File: config.mk
export PLATFORM = sky130hd
export DESIGN_NAME = interp_line_writer_flat
export DESIGN_NICKNAME = d
export VERILOG_FILES = /design/src/rtl/interp_line_writer_if.sv /design/src/rtl/interp_line_writer.sv /design/src/flat_wrapper.sv
export SDC_FILE = /design/constraint.sdc
export NUM_CORES = 1
export LEC_CHECK = 0
export ABC_CLOCK_PERIOD_IN_PS = 2400
export BUFFER_PORTS_ARGS = -buffer_cell sky130_fd_sc_hd__buf_2
export CORE_MARGIN = 5
export CORE_UTILIZATION = 54
export DETAILED_ROUTE_END_ITERATION = 7
export GPL_ROUTABILITY_DRIVEN = 0
export GPL_TIMING_DRIVEN = 0
export PLACE_DENSITY = 0.79
export SETUP_SLACK_MARGIN = 0.02
export SLEW_MARGIN = 30
export SYNTH_ARGS = -nofsm -noshare
export SYNTH_HDL_FRONTEND = slang
export SYNTH_SLANG_ARGS = --single-unit
File: constraint.sdc
create_clock -name wr_clk -period 2.4 [get_ports wr_clk]
set_clock_uncertainty 0.05 [all_clocks]
set_input_delay 0.36 -clock wr_clk [delete_from_list [all_inputs] [get_ports wr_clk]]
set_output_delay 0.36 -clock wr_clk [all_outputs]
set_load 0.1 [all_outputs]
File: src/rtl/interp_line_writer_if.sv
// -----------------------------------------------------------------------------
// interp_line_writer_if
// Pixel stream bundle feeding the interpolation line writer.
//   frame_start : one-cycle pulse marking a new frame
//   pix_de      : pixel valid; one contiguous high run is one line
//   pix_data    : pixel value, meaningful while pix_de is high
// master = pixel source, slave = line writer.
// -----------------------------------------------------------------------------
interface interp_line_writer_if #(
    parameter int unsigned DATA_WIDTH = 16
);
    logic                  frame_start;
    logic                  pix_de;
    logic [DATA_WIDTH-1:0] pix_data;

    modport master (
        output frame_start,
        output pix_de,
        output pix_data
    );

    modport slave (
        input  frame_start,
        input  pix_de,
        input  pix_data
    );
endinterface

File: src/rtl/interp_line_writer.sv
// -----------------------------------------------------------------------------
// interp_line_writer
// Converts a DE-qualified pixel stream into line-granular writes to two
// ping-pong line RAMs and tracks which buffer holds a complete line.
// Lines arriving while the target buffer is still owned by the reader are
// dropped and flagged.
//
// Ports:
//   wr_clk       : write clock, all logic on rising edge
//   tb_wr_rst    : asynchronous active-high reset
//   pix          : pixel stream (frame_start, pix_de, pix_data)
//   buf_release  : per-buffer release pulse from the reader
//   ram_wr_en    : write enable RAM0 (bit 0) / RAM1 (bit 1), one-hot or zero
//   ram_wr_addr  : shared write address
//   ram_wr_data  : shared write data
//   line_ready   : bit i = buffer i holds a complete, unreleased line
//   line_cnt     : lines committed since last frame_start, saturating
//   len_err      : one-cycle pulse, committed line length != LINE_WIDTH
//   overflow     : sticky, a line was dropped; cleared only by reset
// -----------------------------------------------------------------------------
module interp_line_writer #(
    parameter int unsigned ADDR_WIDTH = 11,
    parameter int unsigned DATA_WIDTH = 16,
    parameter int unsigned LINE_WIDTH = 1280
) (
    input  logic                   wr_clk,
    input  logic                   tb_wr_rst,
    interp_line_writer_if.slave    pix,
    input  logic [1:0]             buf_release,
    output logic [1:0]             ram_wr_en,
    output logic [ADDR_WIDTH-1:0]  ram_wr_addr,
    output logic [DATA_WIDTH-1:0]  ram_wr_data,
    output logic [1:0]             line_ready,
    output logic [11:0]            line_cnt,
    output logic                   len_err,
    output logic                   overflow
);

    localparam int unsigned IDX_W = 12;
    localparam int unsigned CNT_W = 12;
    localparam logic [IDX_W-1:0] IDX_MAX  = '1;
    localparam logic [CNT_W-1:0] CNT_MAX  = '1;
    localparam logic [IDX_W-1:0] LINE_LEN = IDX_W'(LINE_WIDTH);

    typedef enum logic [1:0] {
        IDLE = 2'd0,
        FILL = 2'd1,
        DROP = 2'd2
    } state_t;

    state_t           state;
    logic             de_d;
    logic             wr_sel;
    logic [IDX_W-1:0] pix_idx;

    logic       line_start_c;
    logic       line_end_c;
    logic       commit_c;
    logic [1:0] sel_mask_c;
    logic [1:0] commit_mask_c;

    // DE edge detection against the one-cycle delayed copy
    assign line_start_c = pix.pix_de & ~de_d;
    assign line_end_c   = ~pix.pix_de & de_d;

    // A line end in FILL commits unless a frame_start aborts it in the same cycle
    assign commit_c      = (state == FILL) & line_end_c & ~pix.frame_start;
    assign sel_mask_c    = wr_sel ? 2'b10 : 2'b01;
    assign commit_mask_c = commit_c ? sel_mask_c : 2'b00;

    // Line writer FSM with registered RAM port and status outputs
    always_ff @(posedge wr_clk or posedge tb_wr_rst) begin
        if (tb_wr_rst) begin
            state       <= IDLE;
            de_d        <= 1'b0;
            wr_sel      <= 1'b0;
            pix_idx     <= '0;
            ram_wr_en   <= '0;
            ram_wr_addr <= '0;
            ram_wr_data <= '0;
            line_ready  <= '0;
            line_cnt    <= '0;
            len_err     <= 1'b0;
            overflow    <= 1'b0;
        end else begin
            de_d      <= pix.pix_de;
            ram_wr_en <= '0;
            len_err   <= 1'b0;

            // Release and commit can hit different buffers in the same cycle;
            // a commit target is never ready, so releasing it is a no-op.
            line_ready <= (line_ready & ~buf_release) | commit_mask_c;

            if (pix.frame_start) begin
                line_cnt <= '0;
            end else if (commit_c && (line_cnt != CNT_MAX)) begin
                line_cnt <= line_cnt + CNT_W'(1);
            end

            case (state)
                IDLE: begin
                    if (line_start_c) begin
                        if (!line_ready[wr_sel]) begin
                            state       <= FILL;
                            ram_wr_en   <= sel_mask_c;
                            ram_wr_addr <= '0;
                            ram_wr_data <= pix.pix_data;
                            pix_idx     <= IDX_W'(1);
                        end else begin
                            state    <= DROP;
                            overflow <= 1'b1;
                        end
                    end
                end

                FILL: begin
                    if (pix.frame_start) begin
                        // Abort: buffer stays not-ready, wr_sel unchanged
                        state <= IDLE;
                    end else if (pix.pix_de) begin
                        // Pixels past the line length are counted but not written
                        if (pix_idx < LINE_LEN) begin
                            ram_wr_en   <= sel_mask_c;
                            ram_wr_addr <= ADDR_WIDTH'(pix_idx);
                            ram_wr_data <= pix.pix_data;
                        end
                        if (pix_idx != IDX_MAX) begin
                            pix_idx <= pix_idx + IDX_W'(1);
                        end
                    end else if (line_end_c) begin
                        state   <= IDLE;
                        wr_sel  <= ~wr_sel;
                        len_err <= (pix_idx != LINE_LEN);
                    end
                end

                DROP: begin
                    if (pix.frame_start || line_end_c) begin
                        state <= IDLE;
                    end
                end

                default: begin
                    state <= IDLE;
                end
            endcase
        end
    end

endmodule

File: src/flat_wrapper.sv
// flat-port wrapper written by rule: the top's interface ports become plain ports
module interp_line_writer_flat 
#(
    parameter int unsigned ADDR_WIDTH = 11,
    parameter int unsigned DATA_WIDTH = 16,
    parameter int unsigned LINE_WIDTH = 1280
)
  (wr_clk, tb_wr_rst, buf_release, ram_wr_en, ram_wr_addr, ram_wr_data, line_ready, line_cnt, len_err, overflow, pix_frame_start, pix_pix_de, pix_pix_data);
  interp_line_writer_if #(.DATA_WIDTH(DATA_WIDTH)) pix_i ();
  input  logic wr_clk;
  input  logic tb_wr_rst;
  input  logic [1:0] buf_release;
  output logic [1:0] ram_wr_en;
  output logic [ADDR_WIDTH-1:0] ram_wr_addr;
  output logic [DATA_WIDTH-1:0] ram_wr_data;
  output logic [1:0] line_ready;
  output logic [11:0] line_cnt;
  output logic len_err;
  output logic overflow;
  input wire logic [$bits(pix_i.frame_start)-1:0] pix_frame_start;
  input wire logic [$bits(pix_i.pix_de)-1:0] pix_pix_de;
  input wire logic [$bits(pix_i.pix_data)-1:0] pix_pix_data;
  assign pix_i.frame_start = pix_frame_start;
  assign pix_i.pix_de = pix_pix_de;
  assign pix_i.pix_data = pix_pix_data;
  interp_line_writer #(.ADDR_WIDTH(ADDR_WIDTH), .DATA_WIDTH(DATA_WIDTH), .LINE_WIDTH(LINE_WIDTH)) u_core (.wr_clk(wr_clk), .tb_wr_rst(tb_wr_rst), .pix(pix_i), .buf_release(buf_release), .ram_wr_en(ram_wr_en), .ram_wr_addr(ram_wr_addr), .ram_wr_data(ram_wr_data), .line_ready(line_ready), .line_cnt(line_cnt), .len_err(len_err), .overflow(overflow));
endmodule
After elaboration in Yosys (flattened, before gate mapping)
Cells that the tools add are included.
{"block": "classes", "n_addsub": 2, "magnitude_cmp": 2, "n_eq_ne": 14, "mux": 41, "bitwise": 11, "reduce_logical": 10}
{"cell": "12-bit 2-to-1 mux", "count": 7}
{"cell": "16-bit 2-to-1 mux", "count": 5}
{"cell": "11-bit 2-to-1 mux", "count": 5}
{"cell": "16-bit one-hot mux with 2 select lines", "count": 1}
{"cell": "2-bit 2-to-1 mux", "count": 13}
{"cell": "12-bit by 1-bit adder with 12-bit output, second input constant", "count": 2}
{"cell": "12-bit != test, second input constant", "count": 2}
{"cell": "12-bit one-hot mux with 2 select lines", "count": 1}
{"cell": "11-bit one-hot mux with 2 select lines", "count": 1}
{"cell": "12-bit by 11-bit less-than comparator with 1-bit output, second input constant", "count": 1}
{"cell": "12-bit by 11-bit != test with 1-bit output, second input constant", "count": 1}
{"cell": "6-bit AND reduction", "count": 2}
{"cell": "2-bit != test, second input constant", "count": 5}
{"cell": "4-bit AND reduction", "count": 2}
{"cell": "1-bit 2-to-1 mux", "count": 6}
{"cell": "2-bit one-hot mux with 3 select lines", "count": 1}
{"cell": "1-bit bitwise AND", "count": 4}
{"cell": "2-bit by 1-bit != test with 1-bit output, second input constant", "count": 2}
{"cell": "1-bit NOT", "count": 4}
{"cell": "2-bit one-hot mux with 2 select lines", "count": 1}
{"cell": "2-bit nonzero test", "count": 2}
{"cell": "3-bit by 2-bit != test with 1-bit output, second input constant", "count": 1}
{"cell": "3-bit != test, second input constant", "count": 1}
{"cell": "3-bit AND reduction", "count": 1}
{"cell": "other kinds (9)", "count": 9}
{"block": "word_totals", "ff_bits": 61, "inputBits": 22, "output_inout_bits": 45, "word_cells": 91}

Depth between registers and ports, before layout
Gate-level depths: netlist (run 1).
{"block": "depth", "ltp_word": 7, "depth_mapped": 8, "ltp_nobuf": 5}

Worst setup path after synthesis (run 1)
No wires, ideal clock.
{"block": "synth_path", "path_type": "register -> register", "start": "reg u_core.line_ready[1]", "end": "reg u_core.ram_wr_addr[0]", "setup_ns": 0.125, "t_arrival_ns": 2.214, "required_ns": 2.225, "setup_slack_ns": 0.011, "path_stages_with_launch": 7, "n_path_buf": 2, "synth_period_minus_slack_ns": 2.389, "path_cell_list": "dfrtp_1 > mux2i_1 > a21boi_4 > nand2b_4 > buf_6 > buf_6 > mux2_4"}
{"block": "synth_via", "elab_chain_len": 4}
{"element": "start, declared", "line": "interp_line_writer.sv:33", "text": "output logic [1:0] line_ready,"}
{"element": "start signal, assigned", "line": "interp_line_writer.sv:92", "text": "line_ready <= (line_ready & ~buf_release) | commit_mask_c;"}
{"element": "1-bit 2-to-1 mux (implied by the code) (2 in series)", "line": "interp_line_writer.sv:103", "text": "if (!line_ready[wr_sel]) begin"}
{"element": "2-bit != test (no source line)"}
{"element": "6-bit AND reduction (no source line)"}
{"element": "end signal, assigned", "line": "interp_line_writer.sv:124", "text": "ram_wr_addr <= ADDR_WIDTH'(pix_idx);"}
{"element": "end, declared", "line": "interp_line_writer.sv:31", "text": "output logic [ADDR_WIDTH-1:0] ram_wr_addr,"}
No other way between the ends. The select of a mux whose other input is x is not followed.
A chain may end at the register's enable or synchronous reset.

Worst setup path in the final report (run 1)
{"block": "layout_path", "start": "reg u_core.pix_idx[0]", "end": "reg u_core.pix_idx[11]"}
{"block": "layout_via", "elab_chain_len": 5, "elab_cells_between_ends": 8, "cone_classes": "1 x add/sub; 2 x eq/ne; 4 x mux; 1 x reduce/logical"}
{"element": "start, declared", "line": "interp_line_writer.sv:54", "text": "logic [IDX_W-1:0] pix_idx;"}
{"element": "start signal, assigned", "line": "interp_line_writer.sv:128", "text": "pix_idx <= pix_idx + IDX_W'(1);"}
{"element": "12-bit by 1-bit adder with 12-bit output", "line": "interp_line_writer.sv:128"}
{"element": "12-bit 2-to-1 mux", "line": "interp_line_writer.sv:127", "text": "if (pix_idx != IDX_MAX) begin"}
{"element": "12-bit 2-to-1 mux", "line": "interp_line_writer.sv:120", "text": "end else if (pix.pix_de) begin"}
{"element": "12-bit 2-to-1 mux", "line": "interp_line_writer.sv:117", "text": "if (pix.frame_start) begin"}
{"element": "12-bit one-hot mux with 2 select lines", "line": "interp_line_writer.sv:100", "text": "case (state)"}
Several ways; a longest one is shown, not always the timed one. The select of a mux whose other input is x is not followed.

==> reports/results.tsv, run 1 <==
metric	value	unit
DP HPWL	4.69	mm
vias per inst	5.66	
Clock Root Buffer	clkbuf_8	
total grt overflow	0	
share of cells above drive strength 1	32.2	%
core area	5510	um^2
die area	7270	um^2
Post-synth EDFFs	0	
antenna cells	0	
register bit total from synthesis	61	
design area	3730	um^2
Total Routing Usage GR	19.7	%
DRT Pass-1 Iters	4	
post-synthesis sequential area ratio	49.9	%
RSZ-0062 raised after global routing	false	
Layout area overhead	22.0	%
die height	85.3	um
CTS Buffer Depth	2	
worst-path fanout max	10	
Worst-Margin Slew	0.741	ns
Static Leak	0.00182	uW
number of global-route vias before repair	2456	
Mapped Area	3060	um^2
max-cap violations	0	
cell count after synthesis	283	
WHS	0.171	ns
Final Hold Vio Count	0	
final antenna-violating net count	0	
drt wl/cell	15.2	um
clk_lat worst skew	0.34	ns
initial antenna violation count	0	
Max Freq	0.480	GHz
top-count cell post-synth	dfrtp_1	
clock-pin slew on the worst setup and hold paths	0.06	ns
residual DRC count	0	
FFs w/ async S/R, synth	100	%
Synth Net Count	308	
Synth warnings	0	
# port buffers	65	
startpoint type of the worst setup path	flip-flop	
largest net degree at the start of global routing	33	
Final min period	2.08	ns
CTS tree	done	
Final Setup Violations	0	
Starting Density	55.6	%
CTS buffer count	9	
Yosys top cell area share	49.9	%
CP required	2.56	ns
Synth Area per Inst	10.8	um^2
Worst Setup End Kind	flip-flop	
top_reg_cell synth	dfrtp_1	
die width	85.3	um
first-pass GRT wire length	11.5	mm
period utilisation layout	86.8	%
Synth area leader	dfrtp_1	
initial drt markers	123	
Critical Setup Path Class	flip-flop to flip-flop	
Cell variety after synth	52	
placed cell area	3500	um^2
Site Rows	27	
vias after detailed routing	2479	
worst hold path class	primary input to flip-flop	
H-Tree Depth	3	
CTS sink count	61	
VDD IR max	0.527	mV
Post-synth top cells	61 x dfrtp_1, 21 x nand2_1, 18 x nor2_1	
Routed WL	6.68	mm
worst endpoint data arrival time	2.25	ns
Final #Nets	386	
outcome	completed	
Synth area leaders	dfrtp_1 50%, mux2_4 5.4%, mux2i_1 4.3%	
Final Max Tran Viols	0	
setup bufs post-CTS	0	
# IOs	67	
Power Density	924	nW/um^2
Max-slew headroom	50.2	%
## critical path: stages (launching register included)
cell	delay, ns
dfrtp_1	0.39
ha_1	0.27
nand3_1	0.19
nor4_2	0.55
buf_2	0.33
o31ai_1	0.10
o41ai_1	0.08
## area by class of cell
cell class,count,area (um^2)
Inverter,17,66.3
Timing Repair Buffer,67,355
Buffer,20,106
Tap cell,72,90.1
Fill cell,430,1770
Sequential cell,61,1530
Clock inverter,4,70.1
Multi-Input combinational cell,185,1360
Clock buffer,12,155
## per-stage QoR
stage	TNS (ns)	worst slack (ns)	util [%]	total power, uW	cells
global placement	-15.59	-0.444	63.1	2430	420
detailed placement	0	0.317	63.5	2450	421
finish	0	0.317	67.8	3450	438
global route	0	0.153	67.8	3590	438
CTS	0	0.326	67.8	3480	438
floorplan	0	0.0412	-	2250	283
## flip-flops by register name (all words and copies together) (netlist names)
signal / cells
u_core.wr_sel: 1
u_core.overflow: 1
u_core.line_ready: 2
u_core.pix_idx: 12
u_core.ram_wr_en: 2
u_core.de_d: 1
u_core.line_cnt: 12
u_core.state: 2
u_core.ram_wr_addr: 11
u_core.len_err: 1
u_core.ram_wr_data: 16
## logic make-up (layout without fill, tap and decap cells)
kind of cell / count (synthesis) / count (layout) / synth area share (%)
DFF: 61 / 61 / 49.9
and+or+nand+nor: 94 / 94 / 17.9
xor gates and xnor gates: 2 / 2 / 0.573
AOI/OAI and AO/OA: 55 / 55 / 12.6
buffers and inverters: 37 / 120 / 5.56
muxes: 31 / 31 / 12.2
adders and majority gates: 3 / 3 / 1.23
## worst paths after layout
kind / from / to / slack, ns / depth (start not counted)
setup / recovery: u_core.pix_idx[0] / u_core.pix_idx[11] / 0.32 / 6
hold / removal: pix_pix_de / u_core.de_d / 0.17 / 1
setup reg to reg: u_core.pix_idx[0] / u_core.pix_idx[11] / 0.32 / 6
hold reg to reg: u_core.overflow / u_core.overflow / 0.43 / 1
max in group asynchronous: tb_wr_rst / u_core.line_ready[1] / 1.28 / 4
min in group asynchronous: tb_wr_rst / u_core.ram_wr_data[12] / 0.51 / 3
## power breakdown
group          internal, uW  total, uW  switching (uW)
clock network           638       1020             383
logic                   263       1200             934
registers              1150       1230            80.5
total                  2050       3450            1400
## per-layer routing
layer,up-vias,global-route usage (%),wire length [um]
li1,1196,-,-
met3,10,3.79,399
met2,74,30.5,3160
met1,1199,26.8,3000
met5,-,0,0
met4,0,8.78,114
## cells in the final DEF, fill, tap and decap left out, types with 3 or more instances in the layout
cell type / instances
nor4_1: 4
nor3_1: 8
nand3_1: 9
nand2_1: 21
a21oi_1: 11
ha_1: 3
and4_1: 3
buf_2: 69
a41oi_1: 3
clkbuf_1: 12
mux2_4: 11
dfrtp_1: 60
inv_1: 16
o21ai_0: 9
mux2_2: 7
mux2i_1: 13
nor2_1: 18
nand4_1: 5
o31ai_1: 16
clkbuf_8: 11
buf_6: 3
and3_1: 5
## timing repair
action,in CTS,in global routing
resized for setup,0,0
hold buffers,1,0
hold endpoints to repair,29,0
setup endpoints to repair,0,0
(Power assumes the default switching activity.)
==> run 2, diff against run 1 <==
ABC_AREA = 1   (was default)
==> run 2 against run 1 <==
Wire length up 4.1%. Design area up 2.1%. Clock power increased by 18%. Fmax grew 19%. Critical endpoint is now u_core.line_cnt[8]. Highest routed layer unchanged.
==> reports/results.tsv, run 2 <==
metric	value	unit	change
outcome	completed		
# port buffers	66		+1.5%
period utilisation layout	73.2	%	-14 points
placed cell area	3540	um^2	+1.2%
Min-Delay Startpoint	pix_pix_de		
startpoint type of the worst setup path	flip-flop		
design area	3810	um^2	+2.1%
final std cells w/o fill	547		+25%
worst hold path class	primary input to flip-flop		
Power Density	1190	nW/um^2	+29%
setup bufs post-CTS	0		unchanged
top-count cell post-synth	nand2_1		
Routed WL	6.95	mm	+4.1%
die width	85.7	um	+0.54%
clock-pin slew on the worst setup and hold paths	0.07	ns	about the same
Critical path origin	u_core.line_cnt[0]		
hold depth	1		unchanged
VDD IR max	0.749	mV	+42%
post-synthesis sequential area ratio	49.3	%	-0.60 points
placed cells	530		+26%
Final Max Tran Viols	0		unchanged
Final #Nets	495		+28%
Max-slew headroom	67.3	%	+17 points
vias after detailed routing	2771		+12%
Clock Root Buffer	clkbuf_8		
largest net degree at the start of global routing	35		+6.1%
met2 wire len	3.37	mm	+6.7%
largest registers	u_core.ram_wr_data: 16 flops, u_core.line_cnt: 12 flops, u_core.pix_idx: 12 flops		
Fin Setup TNS	0	ns	unchanged
die area	7350	um^2	+1.1%
Static Leak	0.00210	uW	+15%
core area	5540	um^2	+0.61%
RSZ-0062 raised after global routing	false		
Starting Density	55.9	%	+0.34 points
Max Freq	0.569	GHz	+19%
CTS sink count	61		unchanged
# fillers	463		+7.7%
share of cells above drive strength 1	25.3	%	-7.0 points
Tot Pwr	4530	uW	+31%
initial drt markers	181		+47%
vias per inst	5.07		-10%
DRT Pass-1 Iters	4		unchanged
Final Setup Violations	0		unchanged
Synth Net Count	416		+35%
Site Rows	27		unchanged
most frequent cells in the layout	155 x nand2_1, 67 x buf_2, 61 x dfrtp_1, 32 x nand3_1, 27 x inv_1		
residual DRC count	0		unchanged
top_reg_cell synth	dfrtp_1		
CP required	2.57	ns	about the same
Critical Setup Path Class	flip-flop to flip-flop		
Layout area overhead	23.1	%	
Yosys top cell area share	49.3	%	-0.60 points
number of global-route vias before repair	2784		+13%
commonest non-fill, non-tap cell in the layout	nand2_1		
Worst-Margin Slew	0.494	ns	-0.247 ns
Cell variety after synth	33		-37%
Synth area leader	dfrtp_1		
worst-path fanout max	9		-1
multi-input logic area	1330	um^2	-2.6%
first-pass GRT wire length	12.4	mm	+7.8%
Final min period	1.76	ns	-0.326 ns
die height	85.7	um	+0.54%
FFs w/ async S/R, synth	100	%	unchanged
Reg area	1530	um^2	about the same
WHS	0.0947	ns	-0.0759 ns
# IOs	67		unchanged
Synth warnings	0		unchanged
drt wl/cell	12.7	um	-17%
Synth Area per Inst	7.92	um^2	-27%
RR Startpoint	u_core.line_cnt[0]		
H-Tree Depth	3		unchanged
uppermost layer routed	met4		
Post-Route M1 WL	3.17	mm	+5.5%
antenna cells	0		unchanged
total grt overflow	0		unchanged
initial antenna violation count	0		unchanged
DP HPWL	5.07	mm	+8.3%
max-cap violations	0		unchanged
CTS tree	done		
Post-synth EDFFs	0		unchanged
worst hold endpoint	u_core.de_d		
reg-to-reg slack, setup	0.64	ns	+0.33 ns
Reg with most FFs	u_core.ram_wr_data		
Worst Setup End Kind	flip-flop		
CTS Buffer Depth	2		unchanged
Mapped Area	3100	um^2	+1.2%
clk_lat worst skew	0.34	ns	about the same
met3 wire len	291	um	-27%
cell count after synthesis	391		+38%
Synth area leaders	dfrtp_1 49%, nand2_1 19%, nand3_1 5.2%		
final antenna-violating net count	0		unchanged
CTS buffer count	9		unchanged
Final Hold Vio Count	0		unchanged
RR Endpoint	u_core.line_cnt[8]		
worst endpoint data arrival time	1.93	ns	-0.32 ns
R2R cell count	8		+2
Post-synth top cells	155 x nand2_1, 61 x dfrtp_1, 32 x nand3_1		
Total Routing Usage GR	20.9	%	+1.2 points
max FFs per register	16		unchanged
register bit total from synthesis	61		unchanged
==> run 2: cell families after synthesis <==
| family | count (synthesis) | synth area share, % |
|---|---|---|
| AOI/OAI and AO/OA | 27 | 4.97 |
| xor gates and xnor gates | 3 | 0.849 |
| adders and majority gates | 3 | 1.21 |
| buffers and inverters | 48 | 7.84 |
| DFF | 61 | 49.3 |
| and+or+nand+nor | 249 | 35.8 |
==> run 2: critical path, cell delays in order (launching register included) <==
cell	delay [ns]
dfrtp_1	0.45
ha_1	0.19
nand2_1	0.08
nor2_2	0.26
nand3_1	0.15
nand2_2	0.15
clkinv_2	0.15
nand4_1	0.11
nand2_1	0.06
==> run 2: through the flow <==
step | worst slack, ns | utilization [%]
after floorplan | 0.188 | -
after global placement | -0.256 | 63.5
after detailed placement | 0.694 | 63.9
after CTS | 0.644 | 68.8
after global routing | 0.493 | 68.8
final | 0.643 | 68.8
==> run 2: area by class of cell <==
type | count | share of cell area (%)
buffer | 11 | 2.63
clock buffer | 9 | 3.25
clock inverter | 7 | 3.61
inverter | 37 | 3.81
multi-input combinational | 282 | 34.8
sequential | 61 | 40.1
tap | 72 | 2.36
timing repair buffer | 68 | 9.46
==> run 2: routing by layer <==
| metal | up-vias | track usage (%) |
|---|---|---|
| met5 | - | 0 |
| met4 | 0 | 7.63 |
| met3 | 14 | 4.90 |
| met2 | 71 | 35.2 |
| met1 | 1285 | 26.2 |
| li1 | 1401 | - |
==> run 2: where the power goes <==
part	switching [uW]	internal (uW)
Sequential	115	1220
Clock	410	791
Combinational	1640	362
Total	2160	2370
==> run 2: how the worst max path moves through the flow <==
stage                                  end  slack [ns]  cells after the start
floorplan               u_core.line_cnt[8]        0.19                      9
global placement    u_core.ram_wr_data[15]       -0.26                      2
detailed placement     u_core.line_cnt[11]        0.69                      8
CTS                    u_core.line_cnt[11]        0.64                      9
global route            u_core.line_cnt[8]        0.49                      8
finish                  u_core.line_cnt[8]        0.64                      8
==> run 2: timing repair <==
item                      4_1_cts  5_1_grt
resized for setup               0        0
hold endpoints to repair       27        0
hold buffers                    1        0
